### config.mk
export PLATFORM = sky130hd
export DESIGN_NAME = mem_port_arbiter
export DESIGN_NICKNAME = d
export VERILOG_FILES = /design/src/rtl/mem_port_arbiter.sv
export SDC_FILE = /design/constraint.sdc
export NUM_CORES = 1
export LEC_CHECK = 0
export ABC_AREA = 0
export CORE_AREA = 2 2 117 119
export DETAILED_ROUTE_END_ITERATION = 12
export DIE_AREA = 0 0 119 121
export GPL_TIMING_DRIVEN = 0
export PLACE_DENSITY = 0.95
export SYNTH_ARGS = -nofsm -noshare
export SYNTH_HDL_FRONTEND = slang
export SYNTH_SLANG_ARGS = --single-unit
### constraint.sdc
create_clock -name clk -period 5.2 [get_ports clk]
set_input_delay 1.04 -clock clk [delete_from_list [all_inputs] [get_ports clk]]
set_output_delay 1.04 -clock clk [all_outputs]
set_load 0.05 [all_outputs]
### src/rtl/mem_port_arbiter.sv
// mem_port_arbiter
// Shares the single MMU port between the IF fetch requester and the MEM-stage
// load/store requester. A granted request is held on the MMU until
// mmu_mem_ready. The response then goes back to the winner as a one-cycle
// valid pulse. Fetches killed by if_flush while in flight are dropped.
//
// Optional feature: define MEM_ARB_FAIRNESS_EN to add a starvation guard.
// After STARVE_LIMIT back-to-back data grants with a fetch waiting, the fetch
// wins once. With the macro undefined, data always has priority.
//
// State table:
//   IDLE | arbitrate; latch the winner's request into the MMU registers
//   WAIT | MMU access in flight; enables asserted, request held stable
//   RESP | one-cycle valid pulse to the owner; always returns to IDLE

`ifndef MMU_WIDTH_BYTE
`define MMU_WIDTH_BYTE 2'b00
`endif
`ifndef MMU_WIDTH_HALF
`define MMU_WIDTH_HALF 2'b01
`endif
`ifndef MMU_WIDTH_WORD
`define MMU_WIDTH_WORD 2'b10
`endif

module mem_port_arbiter #(
    parameter int STARVE_LIMIT = 4
) (
    input  logic        clk,
    input  logic        reset_n,
    input  logic        if_req,
    input  logic [31:0] if_addr,
    input  logic        if_flush,
    output logic        if_valid,
    output logic [31:0] if_rdata,
    output logic        if_stall,
    input  logic        dm_req,
    input  logic        dm_we,
    input  logic        dm_signed,
    input  logic [1:0]  dm_width,
    input  logic [31:0] dm_addr,
    input  logic [31:0] dm_wdata,
    output logic        dm_valid,
    output logic [31:0] dm_rdata,
    output logic        dm_stall,
    input  logic        mmu_mem_ready,
    input  logic [31:0] mmu_data_out,
    output logic        mmu_read_enable,
    output logic        mmu_write_enable,
    output logic        mmu_mem_signed_read,
    output logic [1:0]  mmu_mem_data_width,
    output logic [31:0] mmu_address,
    output logic [31:0] mmu_data_in
);

    typedef enum logic [1:0] {IDLE, WAIT, RESP} state_t;

    state_t state;
    logic   owner_fetch;
    logic   discard;
    logic   disc_next;
    logic   fetch_ok;
    logic   starve;
    logic   grant_dm;
    logic   grant_if;

    assign fetch_ok  = if_req & ~if_flush;
    assign disc_next = discard | (if_flush & owner_fetch);

    // Stall outputs follow the request until its valid pulse.
    assign if_stall = if_req & ~if_valid;
    assign dm_stall = dm_req & ~dm_valid;

`ifdef MEM_ARB_FAIRNESS_EN
    logic [2:0] streak;

    assign starve = (streak >= 3'(STARVE_LIMIT)) & dm_req & fetch_ok;

    // Count consecutive data grants taken while a fetch was waiting.
    always_ff @(posedge clk or negedge reset_n) begin
        if (!reset_n) begin
            streak <= 3'd0;
        end else if (grant_if) begin
            streak <= 3'd0;
        end else if (grant_dm) begin
            if (!if_req)
                streak <= 3'd0;
            else if (streak != 3'd7)
                streak <= streak + 3'd1;
        end
    end
`else
    assign starve = 1'b0;
`endif

    // Arbitration decision, only meaningful in IDLE.
    always_comb begin
        grant_dm = 1'b0;
        grant_if = 1'b0;
        if (state == IDLE) begin
            if (dm_req && !starve)
                grant_dm = 1'b1;
            else if (fetch_ok)
                grant_if = 1'b1;
        end
    end

    // Main FSM with registered MMU and response outputs.
    always_ff @(posedge clk or negedge reset_n) begin
        if (!reset_n) begin
            state               <= IDLE;
            owner_fetch         <= 1'b1;
            discard             <= 1'b0;
            if_valid            <= 1'b0;
            if_rdata            <= 32'd0;
            dm_valid            <= 1'b0;
            dm_rdata            <= 32'd0;
            mmu_read_enable     <= 1'b0;
            mmu_write_enable    <= 1'b0;
            mmu_mem_signed_read <= 1'b0;
            mmu_mem_data_width  <= 2'b00;
            mmu_address         <= 32'd0;
            mmu_data_in         <= 32'd0;
        end else begin
            if_valid <= 1'b0;
            dm_valid <= 1'b0;
            case (state)
                IDLE: begin
                    discard <= 1'b0;
                    if (grant_dm) begin
                        owner_fetch         <= 1'b0;
                        mmu_address         <= dm_addr;
                        mmu_data_in         <= dm_wdata;
                        mmu_mem_data_width  <= dm_width;
                        mmu_mem_signed_read <= dm_signed;
                        mmu_write_enable    <= dm_we;
                        mmu_read_enable     <= ~dm_we;
                        state               <= WAIT;
                    end else if (grant_if) begin
                        owner_fetch         <= 1'b1;
                        mmu_address         <= if_addr;
                        mmu_data_in         <= 32'd0;
                        mmu_mem_data_width  <= `MMU_WIDTH_WORD;
                        mmu_mem_signed_read <= 1'b0;
                        mmu_write_enable    <= 1'b0;
                        mmu_read_enable     <= 1'b1;
                        state               <= WAIT;
                    end
                end
                WAIT: begin
                    // A flush landing in the same cycle as ready still discards.
                    discard <= disc_next;
                    if (mmu_mem_ready) begin
                        mmu_read_enable  <= 1'b0;
                        mmu_write_enable <= 1'b0;
                        state            <= RESP;
                        if (owner_fetch) begin
                            if (!disc_next) begin
                                if_valid <= 1'b1;
                                if_rdata <= mmu_data_out;
                            end
                        end else begin
                            dm_valid <= 1'b1;
                            dm_rdata <= mmu_data_out;
                        end
                    end
                end
                RESP: begin
                    discard <= 1'b0;
                    state   <= IDLE;
                end
                default: begin
                    state <= IDLE;
                end
            endcase
        end
    end

endmodule
[After elaboration in Yosys (flattened, before gate mapping)]
Cells that the tools add are included.
Operators by class
  equal/unequal tests: 4
  muxes and demuxes: 32
  bitwise gates (word level): 11
  reduce and logical (&&, ||, !) cells: 10
Operators by type and width (number)
  $mux 32: 4
  $mux 1: 19
  $mux 2: 5
  $not 1->1: 6
  $pmux 1 s2: 3
  $reduce_and 3->1: 2
  $reduce_bool 2->1: 3
  $and 1x1->1: 4
  $pmux 2 s2: 1
  $reduce_and 2->1: 2
  $reduce_and 4->1: 1
  $ne 3x3->1 const B: 1
  $eq 2x1->1 const B: 1
  $eq 2x2->1 const B: 1
  $logic_not 2->1: 1
  $ne 2x2->1 const B: 1
  $reduce_or 2->1: 1
  $or 1x1->1: 1
Storage, ports and cells
  flip-flop bits (word level): 139
  input bits: 138
  output and inout bits: 137
  word-level logic and storage cells: 70

[Logic depth before layout (Yosys ltp)]
Gate-level depths: netlist of run 1.
  depth after elaboration: 8
  mapped depth: 6
  gate-level depth less buffers: 3

[Worst setup path before layout of run 1]
No wires, ideal clock.
  path kind: input port to output port
  from: input port dm_req
  to: output port dm_stall
  arrival: 2.323 ns
  data required time: 4.160 ns
  slack: 1.837 ns
  stages on the path: 3
  path buffers: 2
  path through: clkbuf_1 -> buf_1 -> nor2b_1
On the way
  cells in the longest elaborated chain, start to end: 1
Ends and longest elaborated chain
  start, declared: line 37  | input logic dm_req,
  $and 1x1->1: line 72  | assign dm_stall = dm_req & ~dm_valid;
  end, declared: line 45  | output logic dm_stall,
Every way passes these cells.

[Final worst setup path of run 1]
Ends and elaborated chain as after synthesis.

==> key figures, run 1 <==
Synthesis
  • Syn nets: 531
  • Syn. warnings: 0
  • Cell variety after synth: 28
  • Yosys top cell area share: 60.7%
  • Syn Area/Cell: 14.5 sq um
  • Post-Syn Area: 5690 sq um
  • Seq/Total Area, Yosys: 61.1%
  • Largest cells by area after synthesis: dfrtp_1 (61%), mux2_4 (7.6%), mux2_2 (6.9%)
  • #FFs+latches synth: 139
  • Synth area leader: dfrtp_1
  • Syn Inst Count: 393

Pwr
  • Sequential share of power: 26.6%
  • Switch Pwr: 3.48 mW
  • Pwr Total: 7.49 mW
  • Worst VDD drop: 0.445 mV
  • Clock power share: 15.1%
  • Internal: 4.02 mW
  • Pleak: 4.03 nW
  • Power per cell area: 811 nW/um^2
  • Comb power frac: 58.3%
  • Switch share: 46.4%

Clock tree
  • Post-cts sizing count: 0
  • CTS Hold Buffers Added: 0
  • Worst-path clk slew: 0.06 ns
  • Total CTS buffers: 17
  • CTS Root Cell: clkbuf_16
  • Post-CTS Setup Repair Bufs: 0
  • H-tree Lvls: 4
  • Deepest clock path buffer count: 2
  • CTS tree: done
  • Worst skew pair latency: 0.42 ns
  • Clk sink count: 139

Worst hold path
  • Worst Hold End: discard$_DFFE_PN0P_
  • Hold_sp: discard$_DFFE_PN0P_
  • Class of the worst hold path: reg -> reg
  • Hold Path Stages: 1

Setup path
  • Critical path type: in -> out
  • Worst reg2reg path startpoint: state[1]$_DFFE_PN0P_
  • Worst Path Arrival: 3.31 ns
  • CP Launch Type: primary input
  • Reg2reg path depth: 4
  • Crit path max fanout: 10
  • R2r endpoint: dm_rdata[3]$_DFFE_PN0P_
  • CP required: 4.16 ns
  • Worst setup EP type: output pin
  • R2r setup slk: 3.17 ns

Global route
  • First-pass GRT wire length: 27.3 mm
  • GRT Util Overall: 24.6%
  • Vias in the first global route: 4989
  • Initial antenna violation count: 0
  • Grt total ovfl: 0
  • Largest net degree at the start of global routing: 75

Floorplan
  • Rows: 42
  • Io pins: 275
  • CORE AREA: 13100 sq um
  • Die X: 119 microns
  • Die Area: 14400 sq um
  • Starting Density: 43.5%
  • Die Ht: 121 microns

Drt
  • DR top layer: met4
  • Routed WL: 17.4 mm
  • # DRC: 0
  • Drt initial violations: 317
  • Avg Vias per Cell: 5.28
  • Routed WL per cell: 19.9 microns
  • Met2 wire length: 8.88 mm
  • Via count: 4628
  • First-pass iteration count of the detailed router: 4
  • M1 WL: 6.65 mm
  • Final ANT Viol Nets: 0
  • Met3 routed WL: 1.33 mm

Layout
  • Area grow syn2layout: 62.3%
  • Most common cell after layout, fill and taps aside: clkdlybuf4s50_1
  • Finished Cell Area: 9240 sq um
  • Fraction of layout cells with a size suffix above 1: 20.1%
  • Area of the multi-input gates: 2050 sq um
  • N_diodes: 0
  • Fin nets: 825
  • Commonest non-fill, non-tap cells in the layout: clkdlybuf4s50_1 (273), dfrtp_1 (138), nor2_1 (37), mux2_2 (35), a22o_1 (34)
  • Register area: 3480 sq um
  • Filler cells: 837
  • Util after Layout: 70.6%

Placed design
  • Post-DP HPWL: 12.9 mm
  • I/O Buffers: 274
  • Cell Area, Placed: 8680 sq um
  • Final GP Congestion: 0.844

STA
  • Worst slew pin tran: 0.714 ns
  • Period utilisation layout: 83.7%
  • Max_slew headroom: 52.2%
  • Setup Skew: 0.00648 ns
  • Slew Limit Fails: 0
  • Min Tclk post-route: 4.35 ns
  • Hold WS: 0.502 ns
  • Max Freq: 230 MHz
  • Final setup vio count: 0
  • Final hold vios: 0
  • RSZ-0062 raised after global routing: false

Job
  • Total of max-cap violations: 0

Run status
  • Status: complete, no violations
metrics by stage:
step | setup TNS [ns] | worst slack (ns) | instances
2_1_floorplan | 0 | 1.84 | 393
3_3_place_gp | -274.18 | -1.99 | 843
3_5_place_dp | 0 | 0.829 | 844
4_1_cts | 0 | 0.834 | 876
5_1_grt | 0 | 0.670 | 876
6_report | 0 | 0.848 | 876
synthesized netlist by cell type, drive strengths merged:
master and number:
nand3 1, a2bb2oi 33, o21ai 2, and2 1
a21oi 1, dfstp 1, o221a 32, nand2b 1
clkbuf 20, nor2 37, mux2 64, o21a 1
or4b 1, and3 1, nor2b 3, or2b 1
inv 3, dfrtp 138, mux2i 1, buf 12
nand2 3, a31o 1, a22o 34, nand3b 1
power by group through the flow:
| stage | registers [mW] | logic (mW) | clock network [mW] |
|---|---|---|---|
| 2_1_floorplan | 3.79 | 1.04 | 0 |
| 3_3_place_gp | 1.94 | 4.29 | 0 |
| 3_5_place_dp | 1.99 | 4.37 | 0 |
| 4_1_cts | 1.98 | 4.39 | 1.15 |
| 5_1_grt | 2.05 | 4.53 | 1.20 |
| 6_report | 1.99 | 4.37 | 1.13 |
critical path: stages:
cell	delay, ns
clkdlybuf4s50_1	0.48
clkbuf_1	0.35
buf_1	0.41
nor2b_1	0.21
clkdlybuf4s50_1	0.81
cell type report:
type | instances | area share, %
buffer | 32 | 1.67
tap | 176 | 2.38
multi-input combinational | 219 | 22.2
clock buffer | 21 | 4.98
clock inverter | 11 | 1.04
inverter | 3 | 0.122
sequential | 139 | 37.7
timing repair buffer | 275 | 30.0
worst max path at each step:
stage	slack, ns	to	depth (start not counted)	start
after floorplan	1.84	dm_stall	3	dm_req
after global placement	-1.99	if_rdata[23]$_DFFE_PN0P_	1	reset_n
after detailed placement	0.83	dm_stall	5	dm_req
after CTS	0.83	dm_stall	5	dm_req
after global routing	0.67	dm_stall	5	dm_req
final	0.85	dm_stall	5	dm_req
cells by family after synthesis:
family          count (synthesis)  share of synthesized area (%)
compound gates                104                           17.2
buf+inv                        35                           2.90
flops                         139                           61.1
mux                            65                           14.7
simple gates                   50                           4.04
state kept, by name (all words and copies together), names as in the netlist:
register,cells
if_rdata,32
if_valid,1
mmu_read_enable,1
discard,1
state,2
mmu_data_in,32
mmu_address,32
mmu_mem_signed_read,1
mmu_write_enable,1
owner_fetch,1
dm_valid,1
dm_rdata,32
mmu_mem_data_width,2
layer usage:
metal	global-route usage, %	up-vias
met5	0	-
met4	11.2	0
met3	7.71	42
met2	41.3	243
met1	28.8	2275
li1	-	2068
(Power assumes the default switching activity.)
==> inputs of run 2 (changes only) <==
--- a/config.mk
+++ b/config.mk
@@ -6,11 +6,11 @@
 export NUM_CORES = 1
 export LEC_CHECK = 0
 export ABC_AREA = 0
-export CORE_AREA = 2 2 117 119
+export CORE_AREA = 2 2 121 123
 export DETAILED_ROUTE_END_ITERATION = 12
-export DIE_AREA = 0 0 119 121
+export DIE_AREA = 0 0 123 125
 export GPL_TIMING_DRIVEN = 0
-export PLACE_DENSITY = 0.95
+export PLACE_DENSITY = 0.91
 export SYNTH_ARGS = -nofsm -noshare
 export SYNTH_HDL_FRONTEND = slang
 export SYNTH_SLANG_ARGS = --single-unit
==> constraint.sdc (replaced) <==
create_clock -name clk -period 4.45 [get_ports clk]
set_input_delay 0.89 -clock clk [delete_from_list [all_inputs] [get_ports clk]]
set_output_delay 0.89 -clock clk [all_outputs]
set_load 0.05 [all_outputs]
==> run 2 against run 1 <==
Net effect:
- core utilization is 4.8 points lower
- clock skew is 0.00051 ns higher
- clock power is 37% higher
- combinational power is 16% higher
- die area is 6.8% higher
- power is 20% higher
- register-to-register slack worse by 0.65 ns
- non-clock buffer count stayed put
==> key figures, run 2 (synthesized netlist as in run 1, its figures left out) <==
Run status
  • Status: complete, no violations

Pwr
  • Worst VDD drop: 0.672 mV (+51%)
  • Pwr Total: 8.98 mW (+20%)
  • Sequential share of power: 26.0% (-0.6 points)
  • Power per cell area: 960 nW/um^2 (+18%)
  • Switch Pwr: 4.07 mW (+17%)
  • Internal: 4.91 mW (+22%)
  • Comb power frac: 56.7% (-1.6 points)
  • Pleak: 4.09 nW (+1.5%)
  • Switch share: 45.3% (-1.1 points)
  • Clock power share: 17.3% (+2.2 points)

Drt
  • Routed WL per cell: 19.5 microns (-2.0%)
  • Via count: 4610 (-0.39%)
  • # DRC: 0 (unchanged)
  • Final ANT Viol Nets: 0 (unchanged)
  • First-pass iteration count of the detailed router: 5 (+1)
  • Avg Vias per Cell: 5.21 (-1.3%)
  • Routed WL: 17.2 mm (-1.1%)
  • Drt initial violations: 232 (-27%)

Clock tree
  • Total CTS buffers: 17 (unchanged)
  • Clk sink count: 139 (unchanged)
  • Worst-path clk slew: 0.06 ns (about the same)
  • CTS tree: done
  • Deepest clock path buffer count: 2 (unchanged)
  • Post-cts sizing count: 0 (unchanged)
  • CTS Root Cell: clkbuf_16
  • H-tree Lvls: 4 (unchanged)
  • CTS Hold Buffers Added: 0 (unchanged)
  • Post-CTS Setup Repair Bufs: 0 (unchanged)
  • Worst skew pair latency: 0.41 ns (about the same)

STA
  • Worst slew pin tran: 0.596 ns (-0.118 ns)
  • Final hold vios: 0 (unchanged)
  • Final setup vio count: 0 (unchanged)
  • Period utilisation layout: 89.9%
  • Max_slew headroom: 60.1% (+7.9 points)
  • RSZ-0062 raised after global routing: false
  • Hold WS: 0.418 ns (-0.0837 ns)
  • Slew Limit Fails: 0 (unchanged)
  • Max Freq: 250 MHz
  • Final setup TNS: 0 ns (unchanged)
  • Setup Skew: 0.00699 ns (+0.000513 ns)
  • Min Tclk post-route: 4.00 ns

Floorplan
  • Starting Density: 40.1% (-3.4 points)
  • CORE AREA: 14200 sq um (+8.5%)
  • Rows: 44 (+4.8%)
  • Die X: 123 microns (+3.4%)
  • Die Ht: 125 microns (+3.3%)
  • Io pins: 275 (unchanged)
  • Die Area: 15400 sq um (+6.8%)

Layout
  • Final std cells w/o fill: 884 (+0.91%)
  • Fin nets: 825 (unchanged)
  • Most common cell after layout, fill and taps aside: clkdlybuf4s50_1
  • Util after Layout: 65.8% (-4.8 points)
  • N_diodes: 0 (unchanged)
  • Commonest non-fill, non-tap cells in the layout: clkdlybuf4s50_1 (273), dfrtp_1 (138), nor2_1 (37), mux2_2 (35), a22o_1 (34)
  • Fraction of layout cells with a size suffix above 1: 20.4% (+0.29 points)
  • Area grow syn2layout: 64.2%

Setup path
  • Worst setup EP type: output pin
  • Worst reg2reg path startpoint: state[1]$_DFFE_PN0P_
  • CP Launch Type: primary input
  • R2r endpoint: dm_rdata[24]$_DFFE_PN0P_
  • Critical path type: in -> out
  • Worst Path Arrival: 3.11 ns (-0.20 ns)
  • CP required: 3.56 ns (-0.60 ns)
  • Reg2reg path depth: 4 (unchanged)
  • Crit path max fanout: 10 (unchanged)
  • R2r setup slk: 2.52 ns (-0.65 ns)

Placed design
  • I/O Buffers: 274 (unchanged)
  • Post-placement cell count: 852 (+0.95%)
  • Final GP Congestion: 0.841 (-0.38%)
  • Post-DP HPWL: 12.6 mm (-2.1%)

Global route
  • Grt total ovfl: 0 (unchanged)
  • First-pass GRT wire length: 26.6 mm (-2.6%)
  • Initial antenna violation count: 0 (unchanged)
  • GRT Util Overall: 22.6% (-2.0 points)
  • Largest net degree at the start of global routing: 90 (+20%)
  • Vias in the first global route: 4950 (-0.78%)

Job
  • Total of max-cap violations: 0 (unchanged)

Worst hold path
  • Class of the worst hold path: in -> async
run 2: changes by cell type in the layout (fill, tap and decap cells not counted), sizes merged:
cell / change
clkbuf: -3
inv: +2
bufinv: +4
clkinv: +1
clkinvlp: -4
run 2: layer usage:
layer	vias up	GRT usage [%]	share of wire, %
met5	-	0	0
met4	0	7.89	2.5
met3	35	7.71	8.1
met2	220	39.1	51
met1	2281	25.8	38
li1	2074	-	-
run 2: layout make-up:
class | instances | area (sq um)
sequential | 139 | 3480
clock buffer | 18 | 439
clock inverter | 14 | 216
buffer | 32 | 154
tap | 184 | 230
multi-input combinational | 219 | 2050
timing repair buffer | 275 | 2770
fill | 991 | 4850
inverter | 3 | 11.3
run 2: worst max path at each step:
| stage | startpoint | slack (ns) | end | cells past startpoint |
|---|---|---|---|---|
| after floorplan | dm_req | 1.39 | dm_stall | 3 |
| after global placement | reset_n | -2.61 | if_rdata[13]$_DFFE_PN0P_ | 1 |
| after detailed placement | dm_req | 0.47 | dm_stall | 5 |
| after CTS | dm_req | 0.47 | dm_stall | 5 |
| after global routing | dm_req | 0.30 | dm_stall | 5 |
| final | dm_req | 0.45 | dm_stall | 5 |
run 2: worst max-delay path, cell delays in order:
cell	delay [ns]
clkdlybuf4s50_1	0.47
clkbuf_1	0.35
buf_1	0.40
nor2b_1	0.19
clkdlybuf4s50_1	0.80
run 2: per-stage QoR:
stage	worst slack, ns	instance area [sq um]
6_report	0.449	9350
5_1_grt	0.298	9350
4_1_cts	0.465	9350
3_5_place_dp	0.470	8690
3_3_place_gp	-2.61	8670
2_1_floorplan	1.39	5690
run 2: power groups by stage:
stage | registers, mW | clock network, mW | logic, mW
5_1_grt | 2.40 | 1.65 | 5.30
6_report | 2.33 | 1.55 | 5.09
3_3_place_gp | 2.28 | 0 | 5.01
4_1_cts | 2.32 | 1.59 | 5.13
2_1_floorplan | 4.43 | 0 | 1.21
3_5_place_dp | 2.32 | 0 | 5.09
==> inputs of run 3 (changes only) <==
--- a/config.mk
+++ b/config.mk
@@ -6,11 +6,13 @@
 export NUM_CORES = 1
 export LEC_CHECK = 0
 export ABC_AREA = 0
+export ABC_CLOCK_PERIOD_IN_PS = 4450
 export CORE_AREA = 2 2 121 123
 export DETAILED_ROUTE_END_ITERATION = 12
 export DIE_AREA = 0 0 123 125
-export GPL_TIMING_DRIVEN = 0
+export GPL_TIMING_DRIVEN = 1
 export PLACE_DENSITY = 0.91
+export RECOVER_POWER = 50
 export SYNTH_ARGS = -nofsm -noshare
 export SYNTH_HDL_FRONTEND = slang
 export SYNTH_SLANG_ARGS = --single-unit
==> run 3 against run 2 <==
Net effect:
- final cell count fell by 3.1%
- clock-buffer cell count rose by 1
- critical endpoint is now if_stall
- largest power group unchanged
- flip-flop and latch count did not move
- the flow now finishes with violations (max-capacitance violations, max-slew violations)
- worst hold slack improved by 0.035 ns
- combinational power fell by 3%
- critical path type unchanged
- register-to-register slack got worse by 0.79 ns
- power fell by 4.0%
==> key figures, run 3 (synthesized netlist as in run 1, its figures left out) <==
Run status
  • Status: finished with violations
  • Failing checks: max-capacitance violations, max-slew violations

Clock tree
  • Total CTS buffers: 17 (unchanged)
  • CTS Hold Buffers Added: 0 (unchanged)
  • CTS tree: done
  • Worst skew pair latency: 0.40 ns (about the same)
  • Post-CTS Setup Repair Bufs: 0 (unchanged)
  • Clk sink count: 139 (unchanged)
  • Worst-path clk slew: 0.06 ns (about the same)
  • Deepest clock path buffer count: 2 (unchanged)
  • H-tree Lvls: 4 (unchanged)
  • CTS Root Cell: clkbuf_16
  • Post-cts sizing count: 0 (unchanged)

Setup path
  • CP required: 3.56 ns (about the same)
  • Worst setup EP type: output pin
  • Crit path max fanout: 4 (-6)
  • CP Launch Type: primary input
  • Critical path type: in -> out
  • Worst Path Arrival: 2.39 ns (-0.72 ns)

Drt
  • Via count: 4452 (-3.4%)
  • First-pass iteration count of the detailed router: 4 (-1)
  • # DRC: 0 (unchanged)
  • Routed WL per cell: 18.8 microns (-3.6%)
  • DR top layer: met4
  • Final ANT Viol Nets: 0 (unchanged)
  • Met2 wire length: 8.02 mm (-9.3%)
  • M1 WL: 6.25 mm (-4.6%)
  • Avg Vias per Cell: 5.19 (-0.38%)
  • Drt initial violations: 194 (-16%)
  • Routed WL: 16.1 mm (-6.5%)
  • Met3 routed WL: 1.37 mm (-2.7%)

Global route
  • Initial antenna violation count: 0 (unchanged)
  • Largest net degree at the start of global routing: 76 (-16%)
  • Grt total ovfl: 0 (unchanged)
  • GRT Util Overall: 21.0% (-1.6 points)
  • Vias in the first global route: 4712 (-4.8%)
  • First-pass GRT wire length: 24.9 mm (-6.2%)

Floorplan
  • Die Area: 15400 sq um (unchanged)
  • Starting Density: 40.1% (unchanged)
  • Rows: 44 (unchanged)
  • Die X: 123 microns (unchanged)
  • Io pins: 275 (unchanged)
  • CORE AREA: 14200 sq um (unchanged)
  • Die Ht: 125 microns (unchanged)

STA
  • Min Tclk post-route: 3.28 ns (-0.721 ns)
  • Max_slew headroom: -20.8% (-81 points)
  • Final setup TNS: 0 ns (unchanged)
  • Final setup vio count: 0 (unchanged)
  • Hold WS: 0.453 ns (+0.0352 ns)
  • Setup Skew: 0.00794 ns (+0.000945 ns)
  • Worst slew pin tran: 1.81 ns (+1.22 ns)
  • Final hold vios: 0 (unchanged)
  • RSZ-0062 raised after global routing: false
  • Slew Limit Fails: 115 (+115)
  • Period utilisation layout: 73.7% (-16 points)
  • Max Freq: 305 MHz (+22%)

Layout
  • Fraction of layout cells with a size suffix above 1: 20.8% (+0.37 points)
  • Fin nets: 798 (-3.3%)
  • Commonest non-fill, non-tap cells in the layout: clkdlybuf4s50_1 (212), dfrtp_1 (138), dlygate4sd3_1 (60), mux2_2 (35), nor2_1 (35)
  • Most common cell after layout, fill and taps aside: clkdlybuf4s50_1
  • Filler cells: 1038 (+4.7%)
  • N_diodes: 0 (unchanged)
  • Finished Cell Area: 9130 sq um (-2.3%)
  • Area grow syn2layout: 60.4%

Placed design
  • Post-DP HPWL: 11.3 mm (-10%)
  • Cell Area, Placed: 8580 sq um (-1.3%)
  • Final GP Congestion: 0.770 (-8.5%)
  • I/O Buffers: 274 (unchanged)

Worst hold path
  • Class of the worst hold path: in -> async

Job
  • Total of max-cap violations: 2 (+2)

Pwr
  • Pwr Total: 8.62 mW (-4.0%)
  • Worst VDD drop: 0.501 mV (-25%)
  • Pleak: 4.04 nW (-1.1%)
  • Power per cell area: 944 nW/um^2 (-1.7%)
## run 3: cell types whose count changed in the layout (fill, tap and decap cells not counted), sizes merged
cell / change
clkdlybuf4s50: -61
inv: +1
bufinv: -3
buf: -9
clkinvlp: +1
dlygate4sd3: +60
clkbuf: -16
## run 3: final timing paths
check	start	endpoint	slack (ns)	cells past startpoint
max	if_req	if_stall	1.17	3
min	reset_n	mmu_address[22]$_DFFE_PN0P_	0.45	1
max reg2reg	state[1]$_DFFE_PN0P_	if_rdata[3]$_DFFE_PN0P_	1.73	4
min reg2reg	mmu_data_in[31]$_DFFE_PN0P_	mmu_data_in[31]$_DFFE_PN0P_	0.49	1
max in group asynchronous	reset_n	mmu_address[16]$_DFFE_PN0P_	1.78	2
min in group clk	mmu_data_in[31]$_DFFE_PN0P_	mmu_data_in[31]$_DFFE_PN0P_	0.49	1
## run 3: critical path, stage by stage
cell,delay (ns)
clkdlybuf4s50_1,0.51
nor2b_1,0.16
clkdlybuf4s50_1,0.82
## run 3: final cells by class
type                       count  area (sq um)  area share [%]
multi-input combinational    219          2050            22.4
clock buffer                  19           443            4.85
timing repair buffer         280          2780            30.4
tap                          184           230            2.52
sequential                   139          3480            38.1
clock inverter                13           143            1.56
inverter                       3          11.3           0.123
## run 3: layer usage
layer  track usage, %  up-vias
met3             6.80       33
met2             35.3      208
met4             8.69        0
li1                 -     2027
met5                0        -
met1             24.6     2184
## run 3: through the flow
stage	std cells	utilization, %	setup slack, ns
floorplan	393	-	1.39
global placement	825	60.4	1.20
detailed placement	825	60.4	1.18
CTS	857	64.5	1.17
global route	857	64.3	1.06
finish	857	64.3	1.17
## run 3: power by group
group | internal [mW] | leakage (nW) | switching, mW
sequential | 1.90 | 1.69 | 0.397
clock | 0.845 | 0.284 | 0.542
combinational | 1.87 | 2.07 | 3.06
total | 4.62 | 4.04 | 4.00
